--- config.mk ---
export PLATFORM = sky130hd
export DESIGN_NAME = dmem_stall_ctrl_flat
export DESIGN_NICKNAME = d
export VERILOG_FILES = /design/src/rtl/dmem_stall_ctrl_if.sv /design/src/rtl/dmem_stall_ctrl.sv /design/src/flat_wrapper.sv
export SDC_FILE = /design/constraint.sdc
export NUM_CORES = 1
export LEC_CHECK = 0
export CORE_ASPECT_RATIO = 0.9
export CORE_UTILIZATION = 49
export CTS_BUF_LIST = sky130_fd_sc_hd__clkbuf_8
export DETAILED_ROUTE_END_ITERATION = 10
export PLACE_DENSITY = 0.86
export SYNTH_ARGS = -nofsm -noshare
export SYNTH_HDL_FRONTEND = slang
export SYNTH_SLANG_ARGS = --single-unit
--- constraint.sdc ---
create_clock -name clk -period 5.15 [get_ports clk]
set_input_delay 1.03 -clock clk [delete_from_list [all_inputs] [get_ports clk]]
set_output_delay 1.03 -clock clk [all_outputs]
set_load 0.02 [all_outputs]
--- src/rtl/dmem_stall_ctrl_if.sv ---
// rtl/dmem_stall_ctrl_if.sv - data-memory bus between the stall controller and the memory
//
// Purpose: groups the word-aligned request/response bus of the data memory.
// Signals:
//   mem_req    request valid, held high for the whole access
//   mem_we     1 = store, 0 = load
//   mem_addr   word-aligned byte address (bits [1:0] always 00)
//   mem_wdata  store data, replicated across the byte lanes
//   mem_be     byte-lane enables
//   mem_ready  memory completes the access this cycle
//   mem_rdata  load data, full word
// Modports: master = controller side, slave = memory side.
interface dmem_stall_ctrl_if;
   logic        mem_req;
   logic        mem_we;
   logic [31:0] mem_addr;
   logic [31:0] mem_wdata;
   logic [3:0]  mem_be;
   logic        mem_ready;
   logic [31:0] mem_rdata;

   modport master (
      output mem_req, mem_we, mem_addr, mem_wdata, mem_be,
      input  mem_ready, mem_rdata
   );

   modport slave (
      input  mem_req, mem_we, mem_addr, mem_wdata, mem_be,
      output mem_ready, mem_rdata
   );
endinterface

--- src/rtl/dmem_stall_ctrl.sv ---
// rtl/dmem_stall_ctrl.sv - MEM-stage data memory access controller with pipeline stall
//
// Purpose: turns the MEM-stage load/store into a held request on the memory
// bus, stalls the pipeline until the memory answers (or a timeout expires),
// produces the size/sign-extended load result and flags bad accesses.
// Ports:
//   clk, rst_n        clock, asynchronous active-low reset
//   EX_MEMmemRead     MEM-stage instruction is a load (wins if both set)
//   EX_MEMmemWrite    MEM-stage instruction is a store
//   EX_MEMaddr        byte address
//   EX_MEMwdata       right-aligned store data
//   EX_MEMfunct3      access size / signedness
//   memStall          holds PC and pipeline registers
//   readData          extended load result, valid in DONE
//   memErr            one-cycle pulse: misaligned, illegal size or timeout
//   mem               memory bus (master side)
module dmem_stall_ctrl #(
   parameter int TIMEOUT = 16
) (
   input  logic               clk,
   input  logic               rst_n,
   input  logic               EX_MEMmemRead,
   input  logic               EX_MEMmemWrite,
   input  logic [31:0]        EX_MEMaddr,
   input  logic [31:0]        EX_MEMwdata,
   input  logic [2:0]         EX_MEMfunct3,
   output logic               memStall,
   output logic [31:0]        readData,
   output logic               memErr,
   dmem_stall_ctrl_if.master  mem
);

   localparam int CW = $clog2(TIMEOUT + 1);

   typedef enum logic [1:0] {IDLE, WAIT, DONE} state_t;

   state_t        state_q, state_d;
   logic [CW-1:0] cnt_q, cnt_d;
   logic [31:0]   rdata_q, rdata_d;
   logic          err_q, err_d;
   logic          req_q, req_d;
   logic          we_q, we_d;
   logic [3:0]    be_q, be_d;
   logic [31:0]   addr_q, addr_d;
   logic [31:0]   wdata_q, wdata_d;
   logic [2:0]    f3_q, f3_d;
   logic [1:0]    lane_q, lane_d;

   logic          access;
   logic          bad;
   logic [3:0]    be_new;
   logic [31:0]   wdata_new;
   logic [31:0]   shifted;
   logic [31:0]   load_ext;
   logic [CW-1:0] cnt_inc;
   logic          stall;

   // Access decode; size comes from funct3[1:0], bit 2 only selects zero-extension.
   always_comb begin
      access = EX_MEMmemRead | EX_MEMmemWrite;
      bad    = 1'b0;
      be_new = 4'b1111;
      wdata_new = EX_MEMwdata;
      case (EX_MEMfunct3[1:0])
         2'b00: begin
            be_new    = 4'b0001 << EX_MEMaddr[1:0];
            wdata_new = {4{EX_MEMwdata[7:0]}};
         end
         2'b01: begin
            be_new    = 4'b0011 << EX_MEMaddr[1:0];
            wdata_new = {2{EX_MEMwdata[15:0]}};
            bad       = EX_MEMaddr[0];
         end
         default: begin
            bad = (EX_MEMaddr[1:0] != 2'b00);
         end
      endcase
      if (EX_MEMfunct3 == 3'b011 || EX_MEMfunct3 == 3'b110 || EX_MEMfunct3 == 3'b111) begin
         bad = 1'b1;
      end
   end

   // Lane select and extension of the returned word, using the captured access.
   always_comb begin
      shifted = mem.mem_rdata >> {lane_q, 3'b000};
      case (f3_q)
         3'b000:  load_ext = {{24{shifted[7]}}, shifted[7:0]};
         3'b001:  load_ext = {{16{shifted[15]}}, shifted[15:0]};
         3'b100:  load_ext = {24'd0, shifted[7:0]};
         3'b101:  load_ext = {16'd0, shifted[15:0]};
         default: load_ext = mem.mem_rdata;
      endcase
   end

   assign cnt_inc = cnt_q + CW'(1);

   always_comb begin
      state_d = state_q;
      cnt_d   = cnt_q;
      rdata_d = rdata_q;
      err_d   = 1'b0;
      req_d   = req_q;
      we_d    = we_q;
      be_d    = be_q;
      addr_d  = addr_q;
      wdata_d = wdata_q;
      f3_d    = f3_q;
      lane_d  = lane_q;
      stall   = 1'b0;
      case (state_q)
         IDLE: begin
            if (access) begin
               if (bad) begin
                  err_d = 1'b1;
               end else begin
                  stall   = 1'b1;
                  state_d = WAIT;
                  cnt_d   = '0;
                  req_d   = 1'b1;
                  we_d    = ~EX_MEMmemRead;
                  be_d    = be_new;
                  addr_d  = {EX_MEMaddr[31:2], 2'b00};
                  wdata_d = wdata_new;
                  f3_d    = EX_MEMfunct3;
                  lane_d  = EX_MEMaddr[1:0];
               end
            end
         end
         WAIT: begin
            stall = 1'b1;
            // Ready is checked first so a response on the last allowed cycle still completes.
            if (mem.mem_ready) begin
               state_d = DONE;
               req_d   = 1'b0;
               if (!we_q) begin
                  rdata_d = load_ext;
               end
            end else begin
               cnt_d = cnt_inc;
               if (cnt_inc == CW'(TIMEOUT)) begin
                  state_d = DONE;
                  req_d   = 1'b0;
                  rdata_d = '0;
                  err_d   = 1'b1;
               end
            end
         end
         DONE: begin
            // The instruction is still in MEM this cycle; its request flags are ignored.
            state_d = IDLE;
         end
         default: begin
            state_d = IDLE;
         end
      endcase
   end

   always_ff @(posedge clk or negedge rst_n) begin
      if (!rst_n) begin
         state_q <= IDLE;
         cnt_q   <= '0;
         rdata_q <= '0;
         err_q   <= 1'b0;
         req_q   <= 1'b0;
         we_q    <= 1'b0;
         be_q    <= '0;
         addr_q  <= '0;
         wdata_q <= '0;
         f3_q    <= '0;
         lane_q  <= '0;
      end else begin
         state_q <= state_d;
         cnt_q   <= cnt_d;
         rdata_q <= rdata_d;
         err_q   <= err_d;
         req_q   <= req_d;
         we_q    <= we_d;
         be_q    <= be_d;
         addr_q  <= addr_d;
         wdata_q <= wdata_d;
         f3_q    <= f3_d;
         lane_q  <= lane_d;
      end
   end

   // Gating with rst_n keeps the stall low during reset even with an access pending.
   assign memStall      = stall & rst_n;
   assign readData      = rdata_q;
   assign memErr        = err_q;
   assign mem.mem_req   = req_q;
   assign mem.mem_we    = we_q;
   assign mem.mem_be    = be_q;
   assign mem.mem_addr  = addr_q;
   assign mem.mem_wdata = wdata_q;

endmodule

--- src/flat_wrapper.sv ---
// flat-port wrapper written by rule: the top's interface ports become plain ports
module dmem_stall_ctrl_flat 
#(
   parameter int TIMEOUT = 16
)
  (clk, rst_n, EX_MEMmemRead, EX_MEMmemWrite, EX_MEMaddr, EX_MEMwdata, EX_MEMfunct3, memStall, readData, memErr, mem_mem_req, mem_mem_we, mem_mem_addr, mem_mem_wdata, mem_mem_be, mem_mem_ready, mem_mem_rdata);
  dmem_stall_ctrl_if mem_i ();
  input  logic clk;
  input  logic rst_n;
  input  logic EX_MEMmemRead;
  input  logic EX_MEMmemWrite;
  input  logic [31:0] EX_MEMaddr;
  input  logic [31:0] EX_MEMwdata;
  input  logic [2:0] EX_MEMfunct3;
  output logic memStall;
  output logic [31:0] readData;
  output logic memErr;
  output wire logic [$bits(mem_i.mem_req)-1:0] mem_mem_req;
  output wire logic [$bits(mem_i.mem_we)-1:0] mem_mem_we;
  output wire logic [$bits(mem_i.mem_addr)-1:0] mem_mem_addr;
  output wire logic [$bits(mem_i.mem_wdata)-1:0] mem_mem_wdata;
  output wire logic [$bits(mem_i.mem_be)-1:0] mem_mem_be;
  input wire logic [$bits(mem_i.mem_ready)-1:0] mem_mem_ready;
  input wire logic [$bits(mem_i.mem_rdata)-1:0] mem_mem_rdata;
  assign mem_mem_req = mem_i.mem_req;
  assign mem_mem_we = mem_i.mem_we;
  assign mem_mem_addr = mem_i.mem_addr;
  assign mem_mem_wdata = mem_i.mem_wdata;
  assign mem_mem_be = mem_i.mem_be;
  assign mem_i.mem_ready = mem_mem_ready;
  assign mem_i.mem_rdata = mem_mem_rdata;
  dmem_stall_ctrl #(.TIMEOUT(TIMEOUT)) u_core (.clk(clk), .rst_n(rst_n), .EX_MEMmemRead(EX_MEMmemRead), .EX_MEMmemWrite(EX_MEMmemWrite), .EX_MEMaddr(EX_MEMaddr), .EX_MEMwdata(EX_MEMwdata), .EX_MEMfunct3(EX_MEMfunct3), .memStall(memStall), .readData(readData), .memErr(memErr), .mem(mem_i));
endmodule
# Yosys cells after proc, flatten, opt, wreduce, memory -nomap -nowiden
# Cells that the tools add are included.
totals:
  register_bits: 113
  in_bits: 104
  out_inout_bits: 104
  word_cells: 76
op_classes:
  add_sub_neg: 1
  n_eq_ne: 14
  shift: 3
  n_mux: 30
  bitwise_logic: 4
  reduce_logical: 13
op_table:
  columns: ["op", "count"]
  rows:
  - ["$pmux 32 s4", 1]
  - ["$mux 32", 3]
  - ["$pmux 32 s2", 1]
  - ["$shr 32x5->16", 1]
  - ["$mux 5", 3]
  - ["$eq 3x3->1 const B", 4]
  - ["$mux 1", 11]
  - ["$pmux 5 s2", 1]
  - ["$reduce_and 3->1", 3]
  - ["$mux 2", 4]
  - ["$pmux 1 s2", 4]
  - ["$pmux 4 s2", 1]
  - ["$reduce_and 4->1", 2]
  - ["$ne 2x2->1 const B", 3]
  - ["$reduce_bool 2->1", 3]
  - ["$add 5x1->5 const B", 1]
  - ["$eq 5x5->1 const B", 1]
  - ["$eq 2x1->1 const B", 2]
  - ["$logic_not 2->1", 2]
  - ["$pmux 2 s2", 1]
  - ["$shl 1x2->4 const A", 1]
  - ["$shl 2x2->4 const A", 1]
  - ["$eq 3x1->1 const B", 1]
  - ["$eq 3x2->1 const B", 1]
  - ["7 further kinds", 9]

# Depth between registers and ports, before layout
# Gate-level depths: netlist of run 1.
depth:
  depth_word: 8
  depth_mapped: 7
  depth_no_buf: 6

# Worst setup path after synthesis of run 1
# OpenSTA, ideal clock, no wires.
synth_path:
  kind: "input to output"
  start: "input port EX_MEMfunct3[0]"
  end: "output port memStall"
  arrival_time_ns: 2.555
  required_time_ns: 4.120
  slack_ns: 1.565
  path_stages: 6
  path_buffers: 2
  cell_sequence: "clkbuf_1 > nor4_2 > o221ai_2 > buf_2 > nor2b_1 > nor3b_1"
synth_via:
  elab_chain_len: 8
  word_cells_on_any_way: 13
  cone_classes: "eq/ne: 4; mux: 5; bitwise: 1; reduce/logical: 3"
synth_lines:
  columns: ["element", "line", "text"]
  rows:
  - ["start: declaration", "flat_wrapper.sv:14", "input logic [2:0] EX_MEMfunct3;"]
  - ["$eq 3x2->1 / $eq 3x3->1 (equally long branches)", "dmem_stall_ctrl.sv:78", "if (EX_MEMfunct3 == 3'b011 || EX_MEMfunct3 == 3'b110 || EX_MEMfunct3 == 3'b111) begin"]
  - ["$logic_or 1x1->1 (2 in a row)", "dmem_stall_ctrl.sv:78", null]
  - ["$mux 1 *", "dmem_stall_ctrl.sv:78", null]
  - ["$mux 1 *", "dmem_stall_ctrl.sv:113", "if (bad) begin"]
  - ["$mux 1 *", "dmem_stall_ctrl.sv:112", "if (access) begin"]
  - ["$pmux 1 s2 *", "dmem_stall_ctrl.sv:110", "case (state_q)"]
  - ["$and 1x1->1 *", "dmem_stall_ctrl.sv:187", "assign memStall = stall & rst_n;"]
  - ["end: declaration", "flat_wrapper.sv:15", "output logic memStall;"]
# Every way passes the cells marked *; elsewhere a longest branch is shown, timed or not.

# Worst setup path after layout of run 1
layout_path:
  start: "input port EX_MEMaddr[1]"
  end: "output port memStall"
layout_via:
  elab_chain_len: 7
layout_lines:
  columns: ["element", "line", "text"]
  rows:
  - ["start: declaration", "flat_wrapper.sv:12", "input logic [31:0] EX_MEMaddr;"]
  - ["$reduce_bool 2->1", "dmem_stall_ctrl.sv:75", "bad = (EX_MEMaddr[1:0] != 2'b00);"]
  - ["$pmux 1 s2", "dmem_stall_ctrl.sv:64", "case (EX_MEMfunct3[1:0])"]
  - ["$mux 1", "dmem_stall_ctrl.sv:78", null]
  - ["$mux 1", "dmem_stall_ctrl.sv:113", null]
  - ["$mux 1", "dmem_stall_ctrl.sv:112", null]
  - ["$pmux 1 s2", "dmem_stall_ctrl.sv:110", null]
  - ["$and 1x1->1", "dmem_stall_ctrl.sv:187", null]
# Every way passes these cells.

==> metrics.txt, run 1 <==
status=complete, but fails checks; violations in the final reports=design-rule violations; core area=just over 10,000 um2; TritonRoute pass-1 iters=10; drt wl/cell=~18 um; RSZ-0062 raised after global routing=no; DR iter-0 viols=292; Area Growth Syn to Fin=47.60%; async set-reset flop share out of synthesis=100.0%; register area share after synthesis=between 50% and 60%; maximum vdd drop=slightly above 300 uV; max-cap viol count=0; Layout Nets=780; initial antenna violation count=0; vias in the first global route=roughly 4,700; number of flops mapped to enable cells by yosys=0; io pins=~210; Cell Area, Synth=approximately 5300 um2; Post-Synthesis Cells=476; Slew HR=a little over a third; synth unique cells=between 40 and 50; chip height=100.7 um; cts hold-fix bufs=0; Final TNS setup=0 ns; crit path DAT=approximately 3.2 ns; maximum clock path buffer count=2; n_diodes=0; top cells by area, synth=dfrtp_1 53%, mux2_1 8.9%, mux2i_1 7.4%, o21ai_1 3.2%, nor2_1 2.8%; Critical Path Most Common Cell=clkdlybuf4s50_1; #FFs+latches synth=about 110; DR vias/cell=~5.5; Hold Slack=around 0.5 ns; dpl cells=roughly 780; clock sink count=113; critical path's top delay family=buffers and inverters; cts bufs inserted=17; slowest stage delay, CP=about 0.65 ns; Crit Path Category=primary input to output port; Tmin final=about 4.2 ns; f_max=0.2371 GHz; synthesized area per cell=11.14 um2; commonest cells after routing, fill and taps aside=204 x clkdlybuf4s50_1, 113 x dfrtp_1, 42 x mux2_1, 40 x nor2_1, 39 x mux2i_1; Yosys top cell by area=dfrtp_1; Setup crit end kind=output port; die footprint=between 10,000 and 15,000 um2; Tcrit/Tclk final=around four fifths; DP Worst Slack=~0.9 ns; synth warn=0; row count=35; DRC=16; post-CTS sizing=0; crit path launch type=primary input; Post CTS Setup Buffer Count=0; grt ovf=0; largest net degree at the start of global routing=81; Total GRT Usage=between 20% and 30%; htree depth=4; final-report setup violation count=0; WP data required=between 4 and 5 ns; overall power=about 4200 uW; Die X=111.6 um; Port Buf Inserts=approximately 210; clk_skew=0.009005 ns; via count=~4,500; commonest non-fill, non-tap cell in the layout=clkdlybuf4s50_1; global placement routability congestion=0.8873; Slew @ Worst Pin=just under 1 ns; leakage power=between 0.003 and 0.004 uW; critical path's slowest cell=clkdlybuf4s50_1; Clock Pin Slew Worst Setup and Hold Paths=approximately 0.060 ns; Critical Path Fanout Max=7; crit path buf inv count=2; critical-path cell list=clkdlybuf4s50_1 > nor4_2 > o221ai_4 > nor2b_1 > nor3b_1 > clkdlybuf4s50_1; worst min-delay path category=register to register; clk_lat worst skew=about 0.43 ns; final worst slack=around 0.93 ns; detailed placer's ending HPWL=10,710 um; CTS tree=yes; power density of the placed cells=between 500 and 600 nW/um2; total wire length=between 15,000 and 20,000 um; Starting Density=approximately half; final hold violation count=0; Post-DRT Antenna Nets=0; first-pass GRT wire length=approximately 24,000 um; top_reg_cell synth=dfrtp_1; CTS Root Cell=clkbuf_8; share of the synthesized area in the top cell type=~53%; fin. max-slew vios=0; post-route insts no fill=815; share of cells above drive strength 1=under 10%
cell type report:
type                            instances  area, um2
Tap cell                              129      161.4
Clock buffer                           24      330.3
Sequential cell                       113       2828
Fill cell                             717       2554
Inverter                               11      41.29
Multi-Input combinational cell        319       2281
Clock inverter                          7      81.33
Timing Repair Buffer                  212       2102
where the power goes:
part / internal [uW] / switching, uW / total (uW)
clock network: 511 / 342 / 854
registers: 1230 / 281 / 1510
logic: 916 / 904 / 1820
total: 2660 / 1530 / 4190
registers in the layout, indices dropped and copies added (netlist names):
name                  cells
u_core.state_q            2
u_core.mem.mem_req        1
u_core.readData          32
u_core.lane_q             2
u_core.mem.mem_addr      30
u_core.mem.mem_wdata     32
u_core.memErr             1
u_core.mem.mem_be         4
u_core.cnt_q              5
u_core.f3_q               3
u_core.mem.mem_we         1
final timing paths:
kind / startpoint / endpoint / slack (ns) / cells after the start
max reg2reg: u_core.lane_q[1] / u_core.readData[12] / 2.74 / 5
max in group asynchronous: rst_n / u_core.readData[30] / 3.17 / 3
min in group asynchronous: rst_n / u_core.mem.mem_addr[21] / 0.77 / 2
min reg2reg: u_core.mem.mem_wdata[3] / u_core.mem.mem_wdata[3] / 0.49 / 1
max: EX_MEMaddr[1] / memStall / 0.93 / 6
min: u_core.mem.mem_wdata[3] / u_core.mem.mem_wdata[3] / 0.49 / 1
kinds of logic (layout without fill, tap and decap cells):
family	Yosys count	count (layout)	share of synthesized area (%)
multiplexers	84	84	17.13
AO/OA/AOI/OAI	114	114	14.52
flip-flops	113	113	53.34
XOR/XNOR	1	1	0.1652
buffers and inverters	45	254	3.989
AND/OR/NAND/NOR	116	116	10.31
other	1	2	0.07074
adder cells (fa/ha/maj)	2	2	0.4720
per-layer routing:
layer	share of wire [%]	GRT usage [%]	vias to the layer above
li1	-	-	2079
met1	40	33.23	2211
met2	48	47.06	197
met3	10	10.34	28
met4	2.0	11.12	0
met5	0	0	-
per-stage QoR:
stage	instance area, um2	util (%)
after floorplan	5305	-
after global placement	7413	71.43
after detailed placement	7413	71.43
after CTS	7825	75.39
after global routing	7825	75.39
final	7825	75.39
Yosys cell counts (2+ instances only):
library cell	number
o2bb2ai_1	16
clkbuf_1	14
buf_4	3
dfrtp_1	113
a221o_1	7
a22o_1	2
o21ai_0	4
a21oi_1	28
ha_1	2
buf_1	2
nand2b_1	3
inv_1	11
buf_2	13
buf_6	2
o21ai_1	34
nand2_1	36
mux2_1	42
nor2_1	40
nand3_1	4
o221ai_1	7
nor2b_1	22
mux2_2	2
and2_1	2
a21oi_2	6
mux2i_1	39
nand3b_1	3
No activity file was read; power rests on OpenSTA's default activity.
==> run 2: changes to the inputs <==
--- a/config.mk
+++ b/config.mk
@@ -6,10 +6,10 @@
 export NUM_CORES = 1
 export LEC_CHECK = 0
 export CORE_ASPECT_RATIO = 0.9
-export CORE_UTILIZATION = 49
+export CORE_UTILIZATION = 41
 export CTS_BUF_LIST = sky130_fd_sc_hd__clkbuf_8
 export DETAILED_ROUTE_END_ITERATION = 10
-export PLACE_DENSITY = 0.86
+export PLACE_DENSITY = 0.76
 export SYNTH_ARGS = -nofsm -noshare
 export SYNTH_HDL_FRONTEND = slang
 export SYNTH_SLANG_ARGS = --single-unit
==> constraint.sdc (replaced) <==
create_clock -name clk -period 3.8 [get_ports clk]
set_input_delay 0.76 -clock clk [delete_from_list [all_inputs] [get_ports clk]]
set_output_delay 0.76 -clock clk [all_outputs]
set_load 0.02 [all_outputs]
==> run 2 against run 1 <==
  * The run now ends clean
  * Global-route usage down 5.9 points
  * Routed wire length down 2.9%
  * First-iteration DRC count up 13%
  * Critical path depth unchanged
  * Critical endpoint unchanged
  * Largest cell class unchanged
  * Largest power group unchanged
==> metrics.txt, run 2 (synthesized netlist as in run 1, its figures left out) <==
TritonRoute pass-1 iters=4; power density of the placed cells=694.2 nW/um2; Tcrit/Tclk final=~95%; first-pass GRT wire length=~23,000 um; row count=39; grt ovf=0; Tmin final=between 3 and 4 ns; drt wl/cell=17.13 um; Post-DRT Antenna Nets=0; DR vias/cell=5.229; DR iter-0 viols=330; final-report setup violation count=0; Seq pwr share=between 30 and 40%; Slew HR=about a third; Comb pwr share=a little under half; maximum vdd drop=between 300 and 400 uV; detailed placer's ending HPWL=about 11,000 um; n_diodes=0; leakage power=approximately 0.0034 uW; commonest non-fill, non-tap cell in the layout=clkdlybuf4s50_1; min-delay src=u_core.mem.mem_be[2]; global placement routability congestion=0.8870; die footprint=13,390 um2; htree depth=4; cts hold-fix bufs=0; Slew @ Worst Pin=1.002 ns; Post CTS Setup Buffer Count=0; FF-to-FF setup slack=between 1 and 1.5 ns; initial antenna violation count=1; Crit Path Category=primary input to output port; reg2reg end=u_core.readData[15]; crit path DAT=approximately 2.9 ns; Area Growth Syn to Fin=47.27%; final worst slack=around 0.17 ns; io pins=208; Die X=between 100 and 150 um; CTS tree=yes; RSZ-0062 raised after global routing=no; largest net degree at the start of global routing=80; DR WL met2=between 6000 and 7000 um; DP Worst Slack=-0.01477 ns; post-CTS sizing=0; Total GRT Usage=approximately 22%; WL met3=around 1400 um; commonest cells after routing, fill and taps aside=204 x clkdlybuf4s50_1, 113 x dfrtp_1, 42 x mux2_1, 40 x nor2_1, 39 x mux2i_1; core area=12,640 um2; DRC=0; Final Core Density=61.78%; final hold violation count=0; Hold Slack=0.4821 ns; highest metal used=met5; share of cells above drive strength 1=7.267%; cts bufs inserted=17; chip height=between 100 and 150 um; CTS Root Cell=clkbuf_8; Hold Path Sink=u_core.mem.mem_be[2]; crit path launch type=primary input; worst min-delay path category=register to register; Sw Pwr=about 2000 uW; status=finished clean; max-cap viol count=0; clk_lat worst skew=around 0.42 ns; fin. max-slew vios=0; vias in the first global route=roughly 4,500; WP data required=a little over 3 ns; Worst R2R Path Depth=5; internal power=approximately 3400 uW; clock sink count=113; total wire length=approximately 15,000 um; hold path depth=1; maximum clock path buffer count=2; Clock Power Share=between 10% and 20%; Setup crit end kind=output port; clk_skew=0.009626 ns; Port Buf Inserts=between 200 and 250; Starting Density=about two fifths; Clock Pin Slew Worst Setup and Hold Paths=0.07 ns; switch share=between 30% and 40%; Layout Nets=just under 800; DRT met1 WL=6390 um; Critical Path Fanout Max=6; via count=about 4,500; Critical R2R Launch=u_core.lane_q[1]; f_max=~0.28 GHz
-- run 2: changes by cell type in the layout (fill, tap and decap cells not counted), sizes merged --
| cell | before | now |
|---|---|---|
| buf | 8 | 10 |
| clkinvlp | 0 | 1 |
| clkbuf | 24 | 20 |
| inv | 14 | 16 |
| bufinv | 2 | 0 |
| clkinv | 2 | 5 |
-- run 2: worst max-delay path by stage --
| stage | cells after the start | startpoint | slack (ns) | end |
|---|---|---|---|---|
| floorplan | 6 | EX_MEMfunct3[0] | 0.76 | memStall |
| global placement | 6 | EX_MEMaddr[0] | 0.13 | memStall |
| detailed placement | 6 | EX_MEMaddr[0] | -0.01 | memStall |
| CTS | 6 | EX_MEMaddr[0] | 0.04 | memStall |
| global route | 6 | EX_MEMaddr[0] | 0.06 | memStall |
| finish | 6 | EX_MEMaddr[0] | 0.17 | memStall |
-- run 2: critical path, cell delays in order --
cell,delay [ns]
clkdlybuf4s50_1,0.54
nor4_4,0.40
o221ai_4,0.16
nor2b_1,0.15
nor3b_1,0.18
clkdlybuf4s50_1,0.67
-- run 2: cell type report --
class | count | area (um2)
Clock inverter | 11 | 51.30
Sequential cell | 113 | 2828
Timing Repair Buffer | 214 | 2117
Clock buffer | 20 | 275.3
Multi-Input combinational cell | 319 | 2290
Tap cell | 164 | 205.2
Inverter | 11 | 41.29
Fill cell | 1054 | 4831
-- run 2: metal layers --
| layer | up-vias | track usage (%) |
|---|---|---|
| met4 | 2 | 8.818 |
| met1 | 2163 | 26.97 |
| met5 | - | 0 |
| li1 | 2088 | - |
| met3 | 25 | 9.440 |
| met2 | 177 | 34.91 |
-- run 2: power by group through the flow --
| stage | Sequential (uW) | Clock (uW) | Combinational (uW) |
|---|---|---|---|
| after floorplan | 2470 | 0 | 796 |
| after global placement | 2030 | 0 | 2420 |
| after detailed placement | 2050 | 0 | 2460 |
| after CTS | 2040 | 964 | 2470 |
| after global routing | 2100 | 1020 | 2620 |
| final | 2030 | 938 | 2450 |
-- run 2: stage by stage --
| step | power [uW] | cells | TNS (ns) | cell area [um2] |
|---|---|---|---|---|
| after detailed placement | 4508 | 821 | -0.01477 | 7472 |
| after floorplan | 3265 | 477 | 0 | 5305 |
| after CTS | 5471 | 852 | 0 | 7799 |
| after global placement | 4450 | 821 | 0 | 7472 |
| final | 5420 | 852 | 0 | 7807 |
| after global routing | 5745 | 852 | 0 | 7807 |
